==> src/rtl/mmio_gpio.sv <==
// Memory-mapped GPIO: debounced buttons with sticky press events,
// and LED set/clear/toggle, behind the MMU request protocol.
module mmio_gpio #(
  parameter int   NUM_BTN    = 2,
  parameter int   NUM_LED    = 6,
  parameter int   DEBOUNCE   = 16,
  parameter logic BTN_ACTIVE = 1'b0
) (
  input  logic               clk,
  input  logic               reset,
  input  logic [NUM_BTN-1:0] btn,
  output logic [NUM_LED-1:0] led,
  input  logic               read_enable,
  input  logic               write_enable,
  input  logic               mem_signed_read,
  input  logic [1:0]         mem_data_width,
  input  logic [3:0]         address,
  input  logic [31:0]        data_in,
  output logic [31:0]        data_out,
  output logic               mem_ready,
  output logic               mem_error
);

  localparam int CW = $clog2(DEBOUNCE + 1);
  localparam logic [CW-1:0] CNT_LAST = CW'(DEBOUNCE - 1);
  localparam logic [1:0] W_BYTE = 2'd0;
  localparam logic [1:0] W_HALF = 2'd1;
  localparam logic [1:0] W_WORD = 2'd2;
  localparam logic [NUM_BTN-1:0] IDLE_PIN =
    {NUM_BTN{~BTN_ACTIVE}};

  typedef enum logic [1:0] {
    IDLE,
    ACCESS,
    DONE
  } state_t;

  state_t state;

  logic [3:0]  addr_q;
  logic [31:0] wdata_q;
  logic [1:0]  width_q;
  logic        signed_q;
  logic        we_q;
  logic        err_q;

  logic [NUM_BTN-1:0] sync1;
  logic [NUM_BTN-1:0] sync2;
  logic [NUM_BTN-1:0] level;
  logic [NUM_BTN-1:0] events;
  logic [NUM_BTN-1:0] pressed;
  logic [NUM_BTN-1:0] flip;
  logic [NUM_BTN-1:0] rise;
  logic [CW-1:0]      cnt [NUM_BTN];

  logic [4:0]  shamt;
  logic [31:0] lane_mask;
  logic [31:0] wsh;
  logic [31:0] rword;
  logic [31:0] rlane;
  logic [31:0] rdata;
  logic [31:0] clr;
  logic        misal;
  logic        err;

  always_comb begin
    pressed = sync2 ^ IDLE_PIN;
    for (int i = 0; i < NUM_BTN; i++) begin
      flip[i] = (pressed[i] != level[i])
              && (cnt[i] == CNT_LAST);
    end
    rise = flip & ~level;
  end

  always_ff @(posedge clk) begin
    if (reset) begin
      sync1 <= IDLE_PIN;
      sync2 <= IDLE_PIN;
      level <= '0;
      for (int i = 0; i < NUM_BTN; i++) begin
        cnt[i] <= '0;
      end
    end else begin
      sync1 <= btn;
      sync2 <= sync1;
      level <= level ^ flip;
      for (int i = 0; i < NUM_BTN; i++) begin
        if (pressed[i] == level[i] || flip[i]) begin
          cnt[i] <= '0;
        end else begin
          cnt[i] <= cnt[i] + 1'b1;
        end
      end
    end
  end

  always_comb begin
    shamt = {addr_q[1:0], 3'b000};
    case (width_q)
      W_BYTE: begin
        lane_mask = 32'h0000_00FF << shamt;
        misal     = 1'b0;
      end
      W_HALF: begin
        lane_mask = 32'h0000_FFFF << shamt;
        misal     = addr_q[0];
      end
      W_WORD: begin
        lane_mask = 32'hFFFF_FFFF;
        misal     = |addr_q[1:0];
      end
      default: begin
        lane_mask = '0;
        misal     = 1'b1;
      end
    endcase
    wsh = wdata_q << shamt;
    err = misal | (we_q & ~addr_q[3]);

    rword = '0;
    case (addr_q[3:2])
      2'd0:    rword[NUM_BTN-1:0] = events;
      2'd1:    rword[NUM_BTN-1:0] = level;
      2'd2:    rword[NUM_LED-1:0] = led;
      default: rword = '0;
    endcase
    rlane = rword >> shamt;
    case (width_q)
      W_BYTE:
        rdata = {{24{signed_q & rlane[7]}},
                 rlane[7:0]};
      W_HALF:
        rdata = {{16{signed_q & rlane[15]}},
                 rlane[15:0]};
      default:
        rdata = rlane;
    endcase

    clr = '0;
    if (state == ACCESS && !we_q && !err
        && addr_q[3:2] == 2'd0) begin
      clr = lane_mask;
    end
  end

  // A press landing on the clearing cycle must survive.
  always_ff @(posedge clk) begin
    if (reset) begin
      events <= '0;
    end else begin
      events <= (events & ~clr[NUM_BTN-1:0]) | rise;
    end
  end

  always_ff @(posedge clk) begin
    if (reset) begin
      state     <= IDLE;
      led       <= '0;
      data_out  <= '0;
      mem_ready <= 1'b0;
      mem_error <= 1'b0;
      addr_q    <= '0;
      wdata_q   <= '0;
      width_q   <= W_WORD;
      signed_q  <= 1'b0;
      we_q      <= 1'b0;
      err_q     <= 1'b0;
    end else begin
      mem_ready <= 1'b0;
      mem_error <= 1'b0;
      unique case (state)
        IDLE: begin
          if (read_enable || write_enable) begin
            addr_q   <= address;
            wdata_q  <= data_in;
            width_q  <= mem_data_width;
            signed_q <= mem_signed_read;
            we_q     <= write_enable;
            state    <= ACCESS;
          end
        end
        ACCESS: begin
          err_q    <= err;
          data_out <= (err || we_q) ? '0 : rdata;
          if (we_q && !err) begin
            unique case (1'b1)
              addr_q[3:2] == 2'd2:
                led <= (led & ~lane_mask[NUM_LED-1:0])
                     | (wsh[NUM_LED-1:0]
                        & lane_mask[NUM_LED-1:0]);
              addr_q[3:2] == 2'd3:
                led <= led ^ (wsh[NUM_LED-1:0]
                              & lane_mask[NUM_LED-1:0]);
              default: led <= led;
            endcase
          end
          state <= DONE;
        end
        DONE: begin
          mem_ready <= 1'b1;
          mem_error <= err_q;
          state     <= IDLE;
        end
        default: state <= IDLE;
      endcase
    end
  end

endmodule

==> config.mk <==
export PLATFORM = sky130hd
export DESIGN_NAME = mmio_gpio
export DESIGN_NICKNAME = d
export VERILOG_FILES = /design/src/rtl/mmio_gpio.sv
export SDC_FILE = /design/constraint.sdc
export NUM_CORES = 1
export LEC_CHECK = 0
export BUFFER_PORTS_ARGS = -buffer_cell sky130_fd_sc_hd__buf_4
export CORE_MARGIN = 2
export CORE_UTILIZATION = 40
export DETAILED_ROUTE_END_ITERATION = 10
export PLACE_DENSITY = 0.77
export SLEW_MARGIN = 0
export SYNTH_ARGS = -nofsm -noshare
export SYNTH_HDL_FRONTEND = slang
export SYNTH_SLANG_ARGS = --single-unit
==> constraint.sdc <==
create_clock -name clk -period 1.7 [get_ports clk]
set_clock_uncertainty 0.2 [all_clocks]
set_input_delay 0.51 -clock clk [delete_from_list [all_inputs] [get_ports clk]]
set_output_delay 0.51 -clock clk [all_outputs]
set_load 0.01 [all_outputs]
# After elaboration in Yosys (flattened, before gate mapping)

Memories as Yosys holds them, arrays and structs flattened.
Index checks and enable logic that the tools add are counted.

Register bits: 91
Bits in writable memories: 10
Bits of input ports: 45
Output and inout bits: 40
Memories: 1

Memories:

| memory | depth | width | read ports | clocked after memory_dff | write ports | line | text |
|---|---|---|---|---|---|---|---|
| cnt    | 2     | 5     | 2          | 0                        | 2           | 54   | `logic [CW-1:0] cnt [NUM_BTN];` |

Add/subtract/negate cells: 2
Eq/ne operators: 14
Shifts and indexed selects: 4
Mux-type cells: 29
Bitwise logic cells: 22
Reductions and logical operators: 20

Operator list:

| operator             | count |
|---|---|
| $pmux 32 s2          | 1 |
| $mux 32              | 1 |
| $shl 32x5->6         | 1 |
| $shr 6x5->32         | 1 |
| $mux 5               | 4 |
| $pmux 6 s3           | 1 |
| $shl 16x5->6 const A | 1 |
| $mux 1               | 15 |
| $and 6x6->6          | 2 |
| $pmux 6 s2           | 1 |
| $add 5x1->5 const B  | 2 |
| $eq 5x4->1 const B   | 2 |
| $eq 2x2->1 const B   | 4 |
| $shl 8x5->6 const A  | 1 |
| $eq 2x1->1 const B   | 3 |
| $logic_and 1x1->1    | 6 |
| $logic_not 2->1      | 3 |
| $not 2->2            | 3 |
| $not 6->6            | 1 |
| $or 6x6->6           | 1 |
| $pmux 2 s3           | 1 |
| $xor 6x6->6          | 1 |
| $or 1x1->1           | 5 |
| $and 2x2->2          | 2 |
| 17 further kinds     | 28 |

# Logic depth before layout (Yosys ltp)

Gate-level depths: netlist of the first run.

Word-level depth: 10
Depth in mapped cells: 8
Mapped depth without buffers: 8

# Least setup slack after synthesis of the first run

OpenSTA, ideal clock, no wires.

Kind: register to register
From: reg addr_q[0]
To: reg with a tool-made name
Library setup time: 0.074 ns
Arrival: 1.538 ns
Data required time: 1.426 ns
Path slack: -0.113 ns
Cell stages (with the launch flop): 6
Clock period less this slack: 1.813 ns
Cell sequence: dfxtp_1 -> or3_1 -> a21o_1 -> buf_6 -> or3_1 -> a31oi_1

RTL lines:

| item                   | line | text |
|---|---|---|
| from (decl)            | 40   | `logic [3:0] addr_q;` |
| from (signal assigned) | 174  | `addr_q <= address;` |

==> results of run 1 <==
kinds of logic (layout without fill, tap and decap cells):
logic type      Yosys count  count (layout)  synth area share [%]
simple gates             89              89                  18.6
flops                    48              48                  46.3
buf+inv                  46              80                  12.5
compound gates           35              35                  10.6
mux                      14              14                  6.11
fa+ha+maj                 6               6                  3.28
xor+xnor                  6               6                  2.29
other cells               2              36                 0.328
repair_timing:
item	in CTS	in global routing
gates cloned	1	0
setup endpoints to repair	24	26
setup buffers	7	2
endpoints found under the hold margin	0	0
pin swaps	21	14
resized for setup	28	19
critical path, delay by kind of cell, from the launching register on:
family,cells,cell delay (ns)
DFF,1,0.33
buffers and inverters,1,0.13
and+or+nand+nor,2,0.76
AOI/OAI and AO/OA,2,0.41
metrics by stage:
stage	setup TNS [ns]	utilization [%]	hold slack [ns]	area, µm²	power, mW
6_report	-1.81	56.8	0.192	3130	2.68
5_1_grt	-3.01	56.8	0.180	3130	2.79
4_1_cts	-1.53	54.9	0.182	3020	2.67
3_5_place_dp	-2.29	49.0	0.203	2700	1.61
3_3_place_gp	-1.56	49.0	0.197	2700	1.60
2_1_floorplan	-0.334	-	0.189	2440	1.52
power breakdown:
group	switching [mW]	leakage, nW	total, mW	internal, mW
registers	0.0325	0.415	1.24	1.21
logic	0.232	0.828	0.468	0.236
clock network	0.381	0.0654	0.969	0.588
cell type report:
| type | instances | area (µm²) |
|---|---|---|
| Timing Repair Buffer | 62 | 531 |
| Inverter | 10 | 37.5 |
| Fill cell | 472 | 2380 |
| Clock inverter | 2 | 60.1 |
| Tap cell | 72 | 90.1 |
| Clock buffer | 6 | 72.6 |
| Sequential cell | 48 | 1070 |
| Multi-Input combinational cell | 186 | 1270 |
layer usage:
metal  routed length (µm)  share of wire (%)  vias up
met3                  285                5.5       10
met1                 2160                 41      898
met4                   89                1.7        0
li1                     -                  -      920
met2                 2680                 51       68
met5                    0                  0        -
worst max-delay path by stage:
stage	from	endpoint	slack [ns]	cells after the start
final	width_q[0]$_SDFFE_PP0P_	register	-0.21	5
after global routing	width_q[0]$_SDFFE_PP0P_	register	-0.22	5
after CTS	addr_q[0]$_SDFFE_PP0P_	register	-0.17	5
after global placement	addr_q[0]$_SDFFE_PP0P_	data_out[5]$_SDFFE_PP0N_	-0.21	4
after floorplan	addr_q[0]$_SDFFE_PP0P_	data_out[2]$_SDFFE_PP0N_	-0.05	4
after detailed placement	addr_q[0]$_SDFFE_PP0P_	data_out[3]$_SDFFE_PP0N_	-0.22	4
placed cells by master, fill, tap and decap left out, drive strengths merged, types with 3 or more instances in the layout:
master and count:
buf 62, dfxtp 38, conb 36, nor2 36, mux2i 14, nand3 14
nand2 11, or3 11, edfxtp 10, inv 10, a21oi 6, o21ai 6
a31oi 6, clkbuf 6, ha 6, xor2 4, a22o 4, or2 4
nor2b 3
==> impl_metrics.toml, run 1 <==
[die]
fp.dieH_um = 79.7
start_util_pct = 41.6
rows = 27
die_area_mm2 = 0.00635
fp.dieW_um = 79.7
core_area_mm2 = 0.00551
io_pins = 85

[power]
power.density_mw_per_mm2 = 857
irDropWorstVdd_mv = 0.626
p_leak_nw = 1.31

[place]
dp_slack_ns = -0.220
dp_hpwl_um = 3440
dp.cells = 368
port_buffers = 31
gp_congestion = 0.796

[grt]
grt_most_used_layer = "met2"
grtUsageMet2_pct = 30.3
grt_pass1_wl_um = 8630
grt_pass1_vias = 1868
grt_usage_pct = 17.6
grt_overflow = 0
grt_max_degree = 20
grtUsageMet3_pct = 4.41
antenna_found_initial = 0
grt_use_met1_pct = 20.8

[worst_hold_path]
hold_end = "sync1[0]$_SDFF_PP1_"
hold_path_class = "in -> reg"
min_from = "btn[0]"
whs_path_depth = 2

[outcome]
violations = "setup timing"
status = "finished with violations"

[clocking]
root_buffer = "clkbuf_8"
tritoncts = "yes"
clock-sinks = 48
cts_max_path_buffers = 2
ctsHoldBuffers = 0
path_clk_slew_ns = 0.09
insertion_delay_ns = 0.30
cts_buffers = 5
h-tree-depth = 2

[worst_setup_path]
max_stage_delay_ns = 0.39
cp_max_fo = 9
r2r_setup_slack_ns = -0.21
worstRegToRegCells = 5
critPathKind = "reg -> reg"
cp_slowest_cell = "or3_4"
worstPathRequired_ns = 1.73
end_kind = "register"
worstPathCellList = "or3_4 > a21o_4 > buf_12 > or3_1 > a31oi_1"
cp-start-kind = "register"
reg2reg_from = "width_q[0]$_SDFFE_PP0P_"
arrival_ns = 1.93

[route]
firstDrtPassIters = 4
vias = 1896
finalWirelength_um = 5210
first_iter_violations = 83
via_per_inst = 4.91
drc = 0
ant_nets = 0
routedWlPerCell_um = 13.5

[flow_run]
max-cap-violations = 0

[timing]
min_period_ns = 1.91
finalHoldViolCount = 0
fmax_mhz = 524
fin_ws_ns = -0.208
maxSlewViolCount = 0
finalSetupViolations = 22
fin_crit_sh_pct = 112
rsz0062_at_grt = "yes"

[synthesis]
synth_top_cell_by_area = "dfxtp_1"
syn-instance-count = 246
synth_top_area_share_pct = 33.2
synth_cell_types = 39
yosys_warnings = 0
synth-main-ff-cell = "dfxtp_1"
synth.yosys.seq_area_share_pct = 46.3
ys_ff_latch = 48
synthArstFlopShare_pct = 0
ys_top_cells_by_area = "dfxtp_1 33%, edfxtp_1 13%, buf_4 8.5%, mux2i_1 6.1%, nor2_1 5.9%"
synth-edff-count = 10
ys_top_cells_by_count = "38 x dfxtp_1, 36 x nor2_1, 26 x buf_4, 14 x mux2i_1, 14 x nand3_1"
yosysMostFrequentCell = "dfxtp_1"
syn_area_mm2 = 0.00229
postSynthAreaPerCell_um2 = 9.32

[layout]
syn_to_final_growth_pct = 36.4
finalNetCount = 364
drive_gt1_share_pct = 37.3
finalNonFillerCells = 386
antenna_cells = 0
(Power assumes the default switching activity.)
==> run 2: changes to the inputs <==
--- a/config.mk
+++ b/config.mk
@@ -8,9 +8,10 @@
 export BUFFER_PORTS_ARGS = -buffer_cell sky130_fd_sc_hd__buf_4
 export CORE_MARGIN = 2
 export CORE_UTILIZATION = 40
+export CTS_CLUSTER_SIZE = 10
 export DETAILED_ROUTE_END_ITERATION = 10
 export PLACE_DENSITY = 0.77
-export SLEW_MARGIN = 0
+export REMOVE_ABC_BUFFERS = 1
 export SYNTH_ARGS = -nofsm -noshare
 export SYNTH_HDL_FRONTEND = slang
 export SYNTH_SLANG_ARGS = --single-unit
==> run 2 against run 1 <==
Net effect: the flow still finishes with violations (setup timing); global-route usage grew 0.16 points; flip-flop and latch count is the same; cell area shrank 1.2%; critical path depth is the same; maximum frequency grew 5.8%.
==> impl_metrics.toml, run 2 (synthesis gave the netlist of run 1 again) <==
[route]
drc = 0
maxUsedRoutingLayer = "met4"
ant_nets = 0
routedWlPerCell_um = 14.0
finalWirelength_um = 5470
vias = 1950
firstDrtPassIters = 5
wl_met1_um = 2200
first_iter_violations = 181
via_per_inst = 4.97
routed-wl-met3_um = 411
met2_length_um = 2710

[place]
dp_slack_ns = -0.259
dpl-instance-area_mm2 = 0.00269
dp.cells = 373
dp_hpwl_um = 3310
port_buffers = 31
gp_congestion = 0.791

[die]
core_area_mm2 = 0.00551
die_area_mm2 = 0.00635
fp.dieH_um = 79.7
fp.dieW_um = 79.7
rows = 27
io_pins = 85
start_util_pct = 41.6

[power]
internal_power_mw = 1.80
power_frac_clock_pct = 30.6
p_switching_mw = 0.659
p_leak_nw = 1.30
irDropWorstVdd_mv = 0.467
power.density_mw_per_mm2 = 796
p_seq_share_pct = 50.6
power_frac_comb_pct = 18.8
swShare_pct = 26.8

[layout]
finalNonFillerCells = 392
syn_to_final_growth_pct = 34.7
antenna_cells = 0
fillers = 483
mostFrequentLayoutCells = "60 x buf_4, 36 x conb_1, 34 x dfxtp_1"
stdcell_area_mm2 = 0.00309
layout_commonest_cell = "buf_4"
drive_gt1_share_pct = 37.8
finalNetCount = 370

[grt]
grt_usage_pct = 17.8
grt_max_degree = 16
grt_pass1_wl_um = 8820
antenna_found_initial = 0
grt_overflow = 0
grt_pass1_vias = 1865

[clocking]
root_buffer = "clkbuf_8"
clock-sinks = 48
path_clk_slew_ns = 0.09
tritoncts = "yes"
h-tree-depth = 2
cts_buffers = 5
cts_max_path_buffers = 2
insertion_delay_ns = 0.31

[timing]
fin_hold_ws_ns = 0.181
finalSetupViolations = 24
min_period_ns = 1.80
finalHoldViolCount = 0
maxSlewViolCount = 0
fmax_mhz = 555
totalNegativeSetupSlack_ns = -1.59
fin_ws_ns = -0.102
rsz0062_at_grt = "yes"
fin_crit_sh_pct = 106

[flow_run]
max-cap-violations = 0

[worst_setup_path]
cp_max_fo = 6
end_kind = "register"
worstPathRequired_ns = 1.68
cp-start-kind = "register"
arrival_ns = 1.78
critPathKind = "reg -> reg"

[outcome]
violations = "setup timing"
status = "finished with violations"

[worst_hold_path]
hold_path_class = "in -> reg"
run 2: power groups by stage:
stage               clock network [mW]  logic, mW  registers, mW
floorplan                            0      0.177           1.27
global placement                     0      0.338           1.26
detailed placement                   0      0.348           1.26
CTS                              0.757      0.433           1.24
global route                     0.807      0.499           1.25
finish                           0.752      0.461           1.24
run 2: final cells by class:
type | instances | area (µm²) | area share (%)
inverter | 10 | 37.5 | 1.22
timing repair buffer | 66 | 518 | 16.8
sequential | 48 | 1070 | 34.6
clock buffer | 8 | 100 | 3.24
tap | 72 | 90.1 | 2.92
multi-input combinational | 188 | 1270 | 41.2
run 2: metal layers:
layer / vias up / global-route usage, %
met5: - / 0
met4: 0 / 8.97
met3: 14 / 3.96
met2: 89 / 29.3
met1: 909 / 21.7
li1: 938 / -
run 2: critical path: stages, from the launching register on:
cell	delay (ns)
dfxtp_2	0.35
or3_4	0.42
a21o_4	0.25
buf_4	0.14
nor3_2	0.17
a311oi_1	0.14
run 2: stage by stage:
| stage | util, % | total power [mW] |
|---|---|---|
| after global routing | 56.1 | 2.56 |
| after global placement | 48.9 | 1.60 |
| after CTS | 54.9 | 2.43 |
| after floorplan | - | 1.45 |
| after detailed placement | 48.9 | 1.61 |
| final | 56.1 | 2.46 |
run 2: repair_timing:
item | in CTS | in global routing
pin swaps | 35 | 17
hold buffers | 0 | 0
buffers inserted | 6 | 2
gates cloned | 3 | 0
setup endpoints to repair | 25 | 25
resized for setup | 40 | 16
run 2: worst paths after layout:
kind | start | end | slack [ns] | depth (start not counted)
setup / recovery | addr_q[1]$_SDFFE_PP0P_ | events[1]$_SDFF_PP0_ | -0.10 | 5
hold / removal | btn[1] | sync1[1]$_SDFF_PP1_ | 0.18 | 2
setup reg to reg | addr_q[1]$_SDFFE_PP0P_ | events[1]$_SDFF_PP0_ | -0.10 | 5
hold reg to reg | sync1[0]$_SDFF_PP1_ | sync2[0]$_SDFF_PP1_ | 0.22 | 1
==> run 3: changes to the inputs <==
--- a/config.mk
+++ b/config.mk
@@ -5,12 +5,13 @@
 export SDC_FILE = /design/constraint.sdc
 export NUM_CORES = 1
 export LEC_CHECK = 0
+export ABC_AREA = 0
 export BUFFER_PORTS_ARGS = -buffer_cell sky130_fd_sc_hd__buf_4
 export CORE_MARGIN = 2
 export CORE_UTILIZATION = 40
 export CTS_CLUSTER_SIZE = 10
 export DETAILED_ROUTE_END_ITERATION = 10
-export PLACE_DENSITY = 0.77
+export PLACE_DENSITY_LB_ADDON = 0.12
 export REMOVE_ABC_BUFFERS = 1
 export SYNTH_ARGS = -nofsm -noshare
 export SYNTH_HDL_FRONTEND = slang
==> run 3 against run 2 <==
Net effect: the run still ends with setup timing left; sequential share of layout area down 0.13 points; sequential power about the same; utilization up 0.20 points; critical endpoint is now cnt[1][2]$_SDFFCE_PN0P_.
==> impl_metrics.toml, run 3 (synthesis gave the netlist of run 1 again) <==
[grt]
grt_pass1_wl_um = 8540
grt_usage_pct = 17.5
grt_overflow = 0
antenna_found_initial = 0
grt_max_degree = 16
grt_pass1_vias = 1846

[worst_setup_path]
max_stage_delay_ns = 0.41
critPathKind = "reg -> reg"
cp-start-kind = "register"
cp_slowest_cell = "edfxtp_1"
cp_max_fo = 5
end_kind = "register"
arrival_ns = 1.73
worstPathRequired_ns = 1.67
worstPathCellList = "ha_2 > and3_4 > ha_4 > or3_4 > nor2_1"

[clocking]
cts_max_path_buffers = 2
h-tree-depth = 2
cts_buffers = 5
clock-sinks = 48
path_clk_slew_ns = 0.08
insertion_delay_ns = 0.30
tritoncts = "yes"
root_buffer = "clkbuf_8"
ctsHoldBuffers = 0

[layout]
drive_gt1_share_pct = 38.3
utilization_pct = 56.3
finalNetCount = 374
syn_to_final_growth_pct = 35.2
antenna_cells = 0
layout_commonest_cell = "buf_4"
mostFrequentLayoutCells = "63 x buf_4, 36 x conb_1, 34 x dfxtp_1"
stdcell_area_mm2 = 0.00310

[outcome]
status = "finished with violations"
violations = "setup timing"

[die]
fp.dieW_um = 79.7
start_util_pct = 41.6
io_pins = 85
fp.dieH_um = 79.7
rows = 27
core_area_mm2 = 0.00551
die_area_mm2 = 0.00635

[power]
p_seq_share_pct = 51.3
power_frac_comb_pct = 19.1
power_frac_clock_pct = 29.6
swShare_pct = 27.1
power.density_mw_per_mm2 = 782
p_leak_nw = 1.32
p_switching_mw = 0.658
internal_power_mw = 1.77
irDropWorstVdd_mv = 0.500

[route]
via_per_inst = 4.81
drc = 0
finalWirelength_um = 5020
first_iter_violations = 108
ant_nets = 0
firstDrtPassIters = 4
vias = 1905
routedWlPerCell_um = 12.7

[timing]
fin_crit_sh_pct = 103
maxSlewViolCount = 0
rsz0062_at_grt = "yes"
finalHoldViolCount = 0
fin_ws_ns = -0.0559
totalNegativeSetupSlack_ns = -0.574
fmax_mhz = 570
finalSetupViolations = 18
min_period_ns = 1.76

[place]
dpl-instance-area_mm2 = 0.00273
port_buffers = 31
gp_congestion = 0.758
dp_hpwl_um = 3280
dp_slack_ns = -0.304

[flow_run]
max-cap-violations = 0

[worst_hold_path]
hold_path_class = "in -> reg"
[run 3: final timing paths]
path	start	endpoint	slack, ns	cells past startpoint
worst min-delay path	btn[1]	sync1[1]$_SDFF_PP1_	0.19	2
worst max register to register	cnt[1][1]$_SDFFCE_PN0P_	cnt[1][2]$_SDFFCE_PN0P_	-0.06	5
worst max-delay path	cnt[1][1]$_SDFFCE_PN0P_	cnt[1][2]$_SDFFCE_PN0P_	-0.06	5
worst min register to register	sync1[0]$_SDFF_PP1_	sync2[0]$_SDFF_PP1_	0.21	1
[run 3: final cells by class]
| class | instances | area [µm²] |
|---|---|---|
| fillers | 501 | 2410 |
| multi-input cells | 188 | 1260 |
| flip-flops and latches | 48 | 1070 |
| repair buffers | 70 | 552 |
| well taps | 72 | 90.1 |
| clock buffers | 6 | 82.6 |
| inverters | 10 | 37.5 |
| clock inverters | 2 | 10.0 |
[run 3: per-stage QoR]
step	total power, mW	instances	hold WS (ns)
CTS	2.43	395	0.176
floorplan	1.45	244	0.189
finish	2.42	396	0.188
global placement	1.61	378	0.193
detailed placement	1.62	378	0.193
global route	2.54	396	0.180
[run 3: metal layers]
layer  vias to the layer above  wire (µm)  track usage [%]
met5                         -          0                0
met4                         0         83             7.41
met3                         7        316             3.96
met2                        67       2300             27.1
met1                       882       2320             23.6
li1                        949          -                -
[run 3: repair_timing]
item                       in CTS  in global routing
setup endpoints to repair      25                 25
gates cloned                    3                  0
buffers inserted                6                  1
gates resized for setup        39                 16
pin swaps                      35                 11
[run 3: power by group through the flow]
stage / combinational [mW] / clock, mW / sequential [mW]
after global placement: 0.350 / 0 / 1.26
after global routing: 0.507 / 0.782 / 1.25
after detailed placement: 0.353 / 0 / 1.27
after floorplan: 0.177 / 0 / 1.27
after CTS: 0.444 / 0.739 / 1.24
final: 0.463 / 0.717 / 1.24
[run 3: critical path: cells and delay by family, from the launching register on]
| family | cells | cell delay [ns] |
|---|---|---|
| flip-flops | 1 | 0.41 |
| adder cells (fa/ha/maj) | 2 | 0.35 |
| AND/OR/NAND/NOR | 3 | 0.67 |
